$ cat config.mk
export PLATFORM = sky130hd
export DESIGN_NAME = mitchell_log_divider
export DESIGN_NICKNAME = d
export VERILOG_FILES = /design/src/rtl/mitchell_log_divider.sv
export SDC_FILE = /design/constraint.sdc
export NUM_CORES = 1
export LEC_CHECK = 0
export BUFFER_PORTS_ARGS = -buffer_cell sky130_fd_sc_hd__buf_2
export CAP_MARGIN = 20
export CELL_PAD_IN_SITES_DETAIL_PLACEMENT = 1
export CELL_PAD_IN_SITES_GLOBAL_PLACEMENT = 1
export CORE_MARGIN = 2
export CORE_UTILIZATION = 40
export CTS_BUF_LIST = sky130_fd_sc_hd__clkbuf_4 sky130_fd_sc_hd__clkbuf_8
export CTS_CLUSTER_DIAMETER = 30
export CTS_CLUSTER_SIZE = 14
export DETAILED_ROUTE_END_ITERATION = 12
export HOLD_SLACK_MARGIN = 0.02
export PLACE_DENSITY_LB_ADDON = 0.1
export SLEW_MARGIN = 20
export SYNTH_ARGS = -nofsm -noshare
export SYNTH_HDL_FRONTEND = slang
export SYNTH_SLANG_ARGS = --single-unit
$ cat constraint.sdc
create_clock -name clk -period 4.3 [get_ports clk]
set_clock_uncertainty 0.1 [all_clocks]
set_input_delay 0.43 -clock clk [delete_from_list [all_inputs] [get_ports clk]]
set_output_delay 0.43 -clock clk [all_outputs]
set_load 0.01 [all_outputs]
$ cat src/rtl/mitchell_log_divider.sv
// Three-stage signed divider built on Mitchell's log approximation:
// leading-one log, log subtraction, then piecewise-linear antilog with sign and saturation.
module mitchell_log_divider #(
    parameter int WIDTH = 8
) (
    input  logic                    clk,
    input  logic                    rst_n,
    input  logic                    in_valid,
    output logic                    in_ready,
    input  logic signed [WIDTH-1:0] a,
    input  logic signed [WIDTH-1:0] b,
    output logic                    out_valid,
    input  logic                    out_ready,
    output logic signed [WIDTH-1:0] q,
    output logic                    div_by_zero,
    output logic                    sat
);
    localparam int FW = WIDTH - 1;
    localparam int KW = $clog2(WIDTH);
    localparam int DW = KW + FW + 2;
    localparam int QW = DW - FW;
    localparam logic [WIDTH:0]         MAG_MAX = (WIDTH+1)'((1 << (WIDTH - 1)) - 1);
    localparam logic signed [WIDTH-1:0] Q_MAX  = WIDTH'((1 << (WIDTH - 1)) - 1);
    localparam logic signed [WIDTH-1:0] Q_MIN  = {1'b1, {(WIDTH - 1){1'b0}}};

    function automatic logic [KW-1:0] lead_one(input logic [WIDTH-1:0] m);
        logic [KW-1:0] k;
        k = '0;
        for (int i = 0; i < WIDTH; i++) begin
            if (m[i]) k = KW'(i);
        end
        return k;
    endfunction

    // Normalising the leading one up to bit FW leaves the exact fraction below it.
    function automatic logic [FW-1:0] log_frac(input logic [WIDTH-1:0] m, input logic [KW-1:0] k);
        return FW'(m << (FW - int'(k)));
    endfunction

    // ((1.F) << Kq) >> FW folded into one right shift, since Kq never exceeds FW.
    function automatic logic [WIDTH:0] antilog(input logic signed [QW-1:0] kq, input logic [FW-1:0] fq);
        logic [WIDTH:0] one_f;
        one_f = {2'b01, fq};
        if (kq[QW-1]) return '0;
        return one_f >> (FW - int'(kq));
    endfunction

    // Returns {sat, q}; only the positive side can overflow.
    function automatic logic [WIDTH:0] sign_sat(input logic [WIDTH:0] mag, input logic neg);
        if (neg) return {1'b0, WIDTH'(-mag)};
        if (mag > MAG_MAX) return {1'b1, Q_MAX};
        return {1'b0, mag[WIDTH-1:0]};
    endfunction

    logic en;
    logic vld_p0, vld_p1, vld_p2;

    logic [WIDTH-1:0] ma_c, mb_c;
    logic [KW-1:0]    ka_c, kb_c;

    logic [KW-1:0] ka_p0, kb_p0;
    logic [FW-1:0] fa_p0, fb_p0;
    logic          neg_p0, za_p0, zb_p0, an_p0;

    logic signed [DW-1:0] d_c;
    logic signed [QW-1:0] kq_c;
    logic [FW-1:0]        fq_c;

    logic signed [QW-1:0] kq_p1;
    logic [FW-1:0]        fq_p1;
    logic                 neg_p1, za_p1, zb_p1, an_p1;

    logic [WIDTH:0]          mag_c;
    logic signed [WIDTH-1:0] q_c;
    logic                    sat_c, dz_c;

    assign en        = !vld_p2 || out_ready;
    assign in_ready  = en;
    assign out_valid = vld_p2;

    // Stage 1: magnitudes and leading-one position
    always_comb begin
        ma_c = a[WIDTH-1] ? unsigned'(-a) : unsigned'(a);
        mb_c = b[WIDTH-1] ? unsigned'(-b) : unsigned'(b);
        ka_c = lead_one(ma_c);
        kb_c = lead_one(mb_c);
    end

    // Stage 2: log-domain subtraction, floor split into characteristic and fraction
    always_comb begin
        d_c  = $signed({2'b00, ka_p0, fa_p0}) - $signed({2'b00, kb_p0, fb_p0});
        kq_c = d_c[DW-1:FW];
        fq_c = d_c[FW-1:0];
    end

    // Stage 3: antilog, sign, saturation and zero-operand overrides
    always_comb begin
        mag_c          = antilog(kq_p1, fq_p1);
        {sat_c, q_c}   = sign_sat(mag_c, neg_p1);
        dz_c           = 1'b0;
        if (za_p1) begin
            q_c   = '0;
            sat_c = 1'b0;
            dz_c  = zb_p1;
        end else if (zb_p1) begin
            q_c   = an_p1 ? Q_MIN : Q_MAX;
            sat_c = 1'b0;
            dz_c  = 1'b1;
        end
    end

    always_ff @(posedge clk or negedge rst_n) begin
        if (!rst_n) begin
            vld_p0      <= 1'b0;
            vld_p1      <= 1'b0;
            vld_p2      <= 1'b0;
            q           <= '0;
            div_by_zero <= 1'b0;
            sat         <= 1'b0;
        end else if (en) begin
            vld_p0      <= in_valid;
            vld_p1      <= vld_p0;
            vld_p2      <= vld_p1;
            q           <= q_c;
            div_by_zero <= dz_c;
            sat         <= sat_c;
        end
    end

    always_ff @(posedge clk) begin
        if (en) begin
            ka_p0  <= ka_c;
            kb_p0  <= kb_c;
            fa_p0  <= log_frac(ma_c, ka_c);
            fb_p0  <= log_frac(mb_c, kb_c);
            neg_p0 <= a[WIDTH-1] ^ b[WIDTH-1];
            za_p0  <= (a == '0);
            zb_p0  <= (b == '0);
            an_p0  <= a[WIDTH-1];

            kq_p1  <= kq_c;
            fq_p1  <= fq_c;
            neg_p1 <= neg_p0;
            za_p1  <= za_p0;
            zb_p1  <= zb_p0;
            an_p1  <= an_p0;
        end
    end

endmodule

Yosys cells after proc, flatten, opt, wreduce, memory -nomap -nowiden
Cells that the tools add are included.

word-level totals
  register bits = 52
  bits in read-only memories = 0
  memories kept = 0
  input bits = 20
  latch bits = 0
  bits in writable memories = 0

cells by class
  order comparisons = 1
  eq/ne operators = 0
  multiply operators = 0
  shift-type cells = 3
  bitwise gates (word level) = 1
  $add $sub $neg = 7
  div/mod/pow operators = 0
  reduce and logical (&&, ||, !) cells = 4
  muxes and demuxes = 33

operators with widths
  operator                                                       number
  << shifter 8 x 32 -> 7 bit                                     2
  two-way mux 9 bit                                              6
  two-way mux 8 bit                                              5
  two-way mux 3 bit                                              11
  right shift 8 x 32 -> 9 bit                                    1
  negator 8 bit                                                  3
  logical NOT 8 bit                                              2
  subtractor 10 x 10 -> 11 bit                                   1
  two-way mux 1 bit                                              10
  greater-than comparator 9 x 7 -> 1 bit, second input constant  1
  subtractor 3 x 3 -> 4 bit, first input constant                2
  subtractor 4 x 4 -> 5 bit, first input constant                1
  two-way mux 2 bit                                              1
  logical NOT 1 bit                                              1
  logical OR 1 bit                                               1
  bitwise XOR 1 bit                                              1

Depth between registers and ports, before layout
  depth in word-level cells = 11
  gate-level depth with buffers = 13

Worst setup path after synthesis
Ideal clock, no wire load.

  path kind = reg-to-reg
  start point = reg kq_p1[0]
  end point = reg q[6]
  clock period less this slack = 2790 ps
  stages on the path, launching flop included = 14
  arrival = 2595 ps
  path buffers = 2
  path slack = 1510 ps
  cell sequence = edfxtp_1 buf_2 clkbuf_1 mux2_2 mux2i_1 o21ai_0 nand2b_1 inv_1 ha_1 and4b_1 a211o_1 nand2_1 and4b_1 a211oi_1

on the way
  word-level cells in the longest chain between the ends = 10
  elaborated cells on any way between the ends = 13
  those cells by class = add/sub: 2; order compare: 1; shift: 1; mux: 9

ends and longest elaborated chain
  item                                                                     RTL line  source
  start, declared                                                          69        logic signed [QW-1:0] kq_p1;
  start signal, assigned                                                   141       kq_p1 <= kq_c;
  subtractor 4 x 4 -> 5 bit (*)                                            45        return one_f >> (FW - int'(kq));
  right shift 8 x 32 -> 9 bit (*)                                          45
  two-way mux 9 bit (*)                                                    45
  negator 8 bit or greater-than comparator 9 x 7 -> 1 bit (tied branches)  50, 51
  two-way mux 9 bit or two-way mux 1 bit (tied branches)                   50, 51
  two-way mux 9 bit or two-way mux 1 bit (tied branches)                   51        if (mag > MAG_MAX) return {1'b1, Q_MAX};
  two-way mux 9 bit                                                        52        return {1'b0, mag[WIDTH-1:0]};
  two-way mux 9 bit (*)                                                    51
  two-way mux 8 bit (*)                                                    105       end else if (zb_p1) begin
  two-way mux 8 bit (*)                                                    101       if (za_p1) begin
  end signal, assigned                                                     124       q <= q_c;
  end, declared                                                            14        output logic signed [WIDTH-1:0] q,

Every way passes the cells marked *; elsewhere a longest branch is shown, timed or not. The select of a mux whose other input is x is not followed.
A chain may end at the register's enable or synchronous reset.

Worst setup path after layout
Ends and elaborated chain as after synthesis.

==> out/qor.txt <==
status - completed
combinational share of power - 44.3%
Top cell by count, worst path - and4b_1
Slew HR - 40.4%
CP Max Fanout - 19
Final min period - 3.12 ns
remaining global-route overflow - 0
post-synthesis sequential area ratio - 40.0%
placed cell area - 3970 um2
initial DRC count - 59
clock-pin slew of the registers on the worst-case setup and hold paths - 0.10 ns
CP required - 4.43 ns
P_int - 1.27 mW
Post-CTS Setup Bufs - 0
CP endpoint kind - flop
CP peak stage delay - 0.77 ns
Synth top area share - 31.3%
Power, Total - 2.12 mW
largest net degree at the start of global routing - 27
syn avg cell area - 9.30 um2
Setup Viol. Count Final - 0
Synth async-reset ratio - 25.0%
I/O pin cnt - 32
fin cells - 539
Peak supply drop - 0.144 mV
#FFs+latches synth - 52
Syn Std Cell Area - 3740 um2
I/O Buffers - 31
final instance area - 4080 um2
maximum clock frequency - 320 MHz
Synth area leaders - edfxtp_1, dfrtp_1, ha_1
drt drc - 0
die height - 101 um
pins over their slew limit - 0
switch share - 40.3%
Antenna Cells - 0
Worst Max-Slew Pin Slew - 0.894 ns
Area Overhead vs Synth - 9.14%
slowest CP cell - edfxtp_1
core area - 9150 um2
Die W - 101 um
vias in the first global route - 3,005
final hold slack - 0.249 ns
CTS buffer count - 5
clock latency at the later pin of the worst-skew pair - 0.31 ns
Final nets - 462
DR vias/cell - 5.62
vias post-DR - 3,028
dpl ws - 1.06 ns
Synth Instances - 402
Critical Path AT - 3.25 ns
number of clock sinks - 52
MaxCap Viol Count - 0
Largest delay share family, worst path - flip-flops
hold crit path type - in2reg
clk buf depth - 2
Yosys cell types - 71
H-Tree Depth - 2
net switching component of the power - 0.855 mW
fraction of layout cells with a size suffix above 1 - 14.7%
unrepaired setup endpoints after global routing - false
Routed WL - 8.55 mm
post-route ant nets - 0
Final Hold Vio Count - 0
WL/cell - 15.9 um
placed cell count - 530
initial antenna violation count - 0
Setup WS post-layout - 1.18 ns
first-pass GRT wire length - 14.5 mm
Site Rows - 35
Clk network pwr share - 13.7%
Final Cycle Share - 72.6%
Setup TNS - 0 ns
sequential share of power - 42.0%
critical path class - reg2reg
synth warn - 0
Power Density - 520 nW/um2
clk root buf - clkbuf_8
DIE AREA - 10,100 um2
final HPWL from detailed placement - 6.76 mm
Post-CTS Resized - 0
commonest cells after routing, fill and taps aside - nand2_1, inv_1, edfxtp_1
all-layer global routing usage - 17.9%
Yosys top cell by area - edfxtp_1
Core Util, Final - 44.6%
Post-synth EDFFs - 39
TritonCTS clock tree - done
most common cell after layout, fill and taps aside - nand2_1
Pre-antenna DRT Iters - 4
GP Congestion - 0.864
Leakage - 1.66 nW
Starting Density - 40.8%
crit start category - flop
Worst Path Buf+Inv - 1
CP Cell Sequence - mux2_2 -> mux2i_1 -> o21ai_0 -> nand2b_1 -> inv_1 -> ha_1 -> and4b_1 -> a211o_1 -> nand2_1 -> and4b_1 -> a211oi_1
Synth Flop Type - edfxtp_1
-- power groups by stage --
stage	combinational, mW	clock [mW]	sequential, mW
6_report	0.940	0.290	0.892
5_1_grt	1.07	0.324	0.920
4_1_cts	0.948	0.307	0.892
3_5_place_dp	0.944	0	0.904
3_3_place_gp	0.921	0	0.897
2_1_floorplan	0.749	0	0.827
-- metal layers --
| layer | vias to the layer above | part of all wire, % | GRT usage [%] |
|---|---|---|---|
| met5 | - | 0 | 0 |
| met4 | 0 | 1.3 | 5.58 |
| met3 | 6 | 1.5 | 2.08 |
| met2 | 29 | 51 | 32.6 |
| met1 | 1470 | 46 | 21.9 |
| li1 | 1523 | - | - |
-- path summary, 6_finish.rpt --
path	start	to	slack [ns]	depth (start not counted)
max in group asynchronous	rst_n	out_valid$_DFFE_PN0P_	3.45	2
min in group asynchronous	rst_n	q[1]$_DFFE_PN0P_	0.42	2
min	in_valid	vld_p0$_DFFE_PN0P_	0.25	2
max reg2reg	kq_p1[0]$_DFFE_PP_	q[6]$_DFFE_PN0P_	1.18	11
min reg2reg	neg_p0$_DFFE_PP_	neg_p1$_DFFE_PP_	0.33	0
max	kq_p1[0]$_DFFE_PP_	q[6]$_DFFE_PN0P_	1.18	11
-- Yosys cell counts (all sizes together) (4+ instances only) --
cell,n
o31ai,9
a211oi,7
nand3,9
mux2,5
nor2b,7
nor3,9
a31oi,5
or2,7
mux2i,7
a2111oi,4
ha,14
o21a,5
a21oi,20
nand2,41
clkbuf,8
nor2,20
nand2b,9
xor2,8
edfxtp,39
o21ai,30
o32ai,4
xnor2,12
dfrtp,13
o22ai,5
inv,39
buf,9
-- registers in the layout (all words and copies together) (netlist names), 3 cells and up --
signal / flops
kb_p0: 3
fb_p0: 7
fa_p0: 7
q: 8
kq_p1: 4
ka_p0: 3
fq_p1: 7
-- layout make-up --
type                       instances  area (um2)
clock buffer                       5        68.8
sequential                        52        1500
fill                            1054        5070
multi-input combinational        295        2020
inverter                          39         146
clock inverter                     3        28.8
timing repair buffer              34         180
tap                              111         139
-- worst reg2reg max path: cells and delay by family (launching register included) --
| kind | cells | cell delay, ns |
|---|---|---|
| AO/OA/AOI/OAI | 3 | 0.66 |
| adder cells (fa/ha/maj) | 1 | 0.17 |
| multiplexers | 2 | 0.66 |
| AND/OR/NAND/NOR | 4 | 0.65 |
| buffers and inverters | 1 | 0.06 |
| flip-flops | 1 | 0.77 |
-- kinds of logic after synthesis --
logic type	Yosys count	share of synthesized area, %
AOI/OAI and AO/OA	114	21.0
xor gates and xnor gates	20	4.89
adders and majority gates	15	5.22
muxes	14	4.58
DFF	52	40.0
and+or+nand+nor	130	18.2
buffers and inverters	56	6.02
other	1	0.100
-- timing repair --
action	4_1_cts	5_1_grt
endpoints found under the hold margin	13	0
setup endpoints to repair	0	0
hold buffers	1	0
Note: power is estimated with default switching activity, not from simulation.
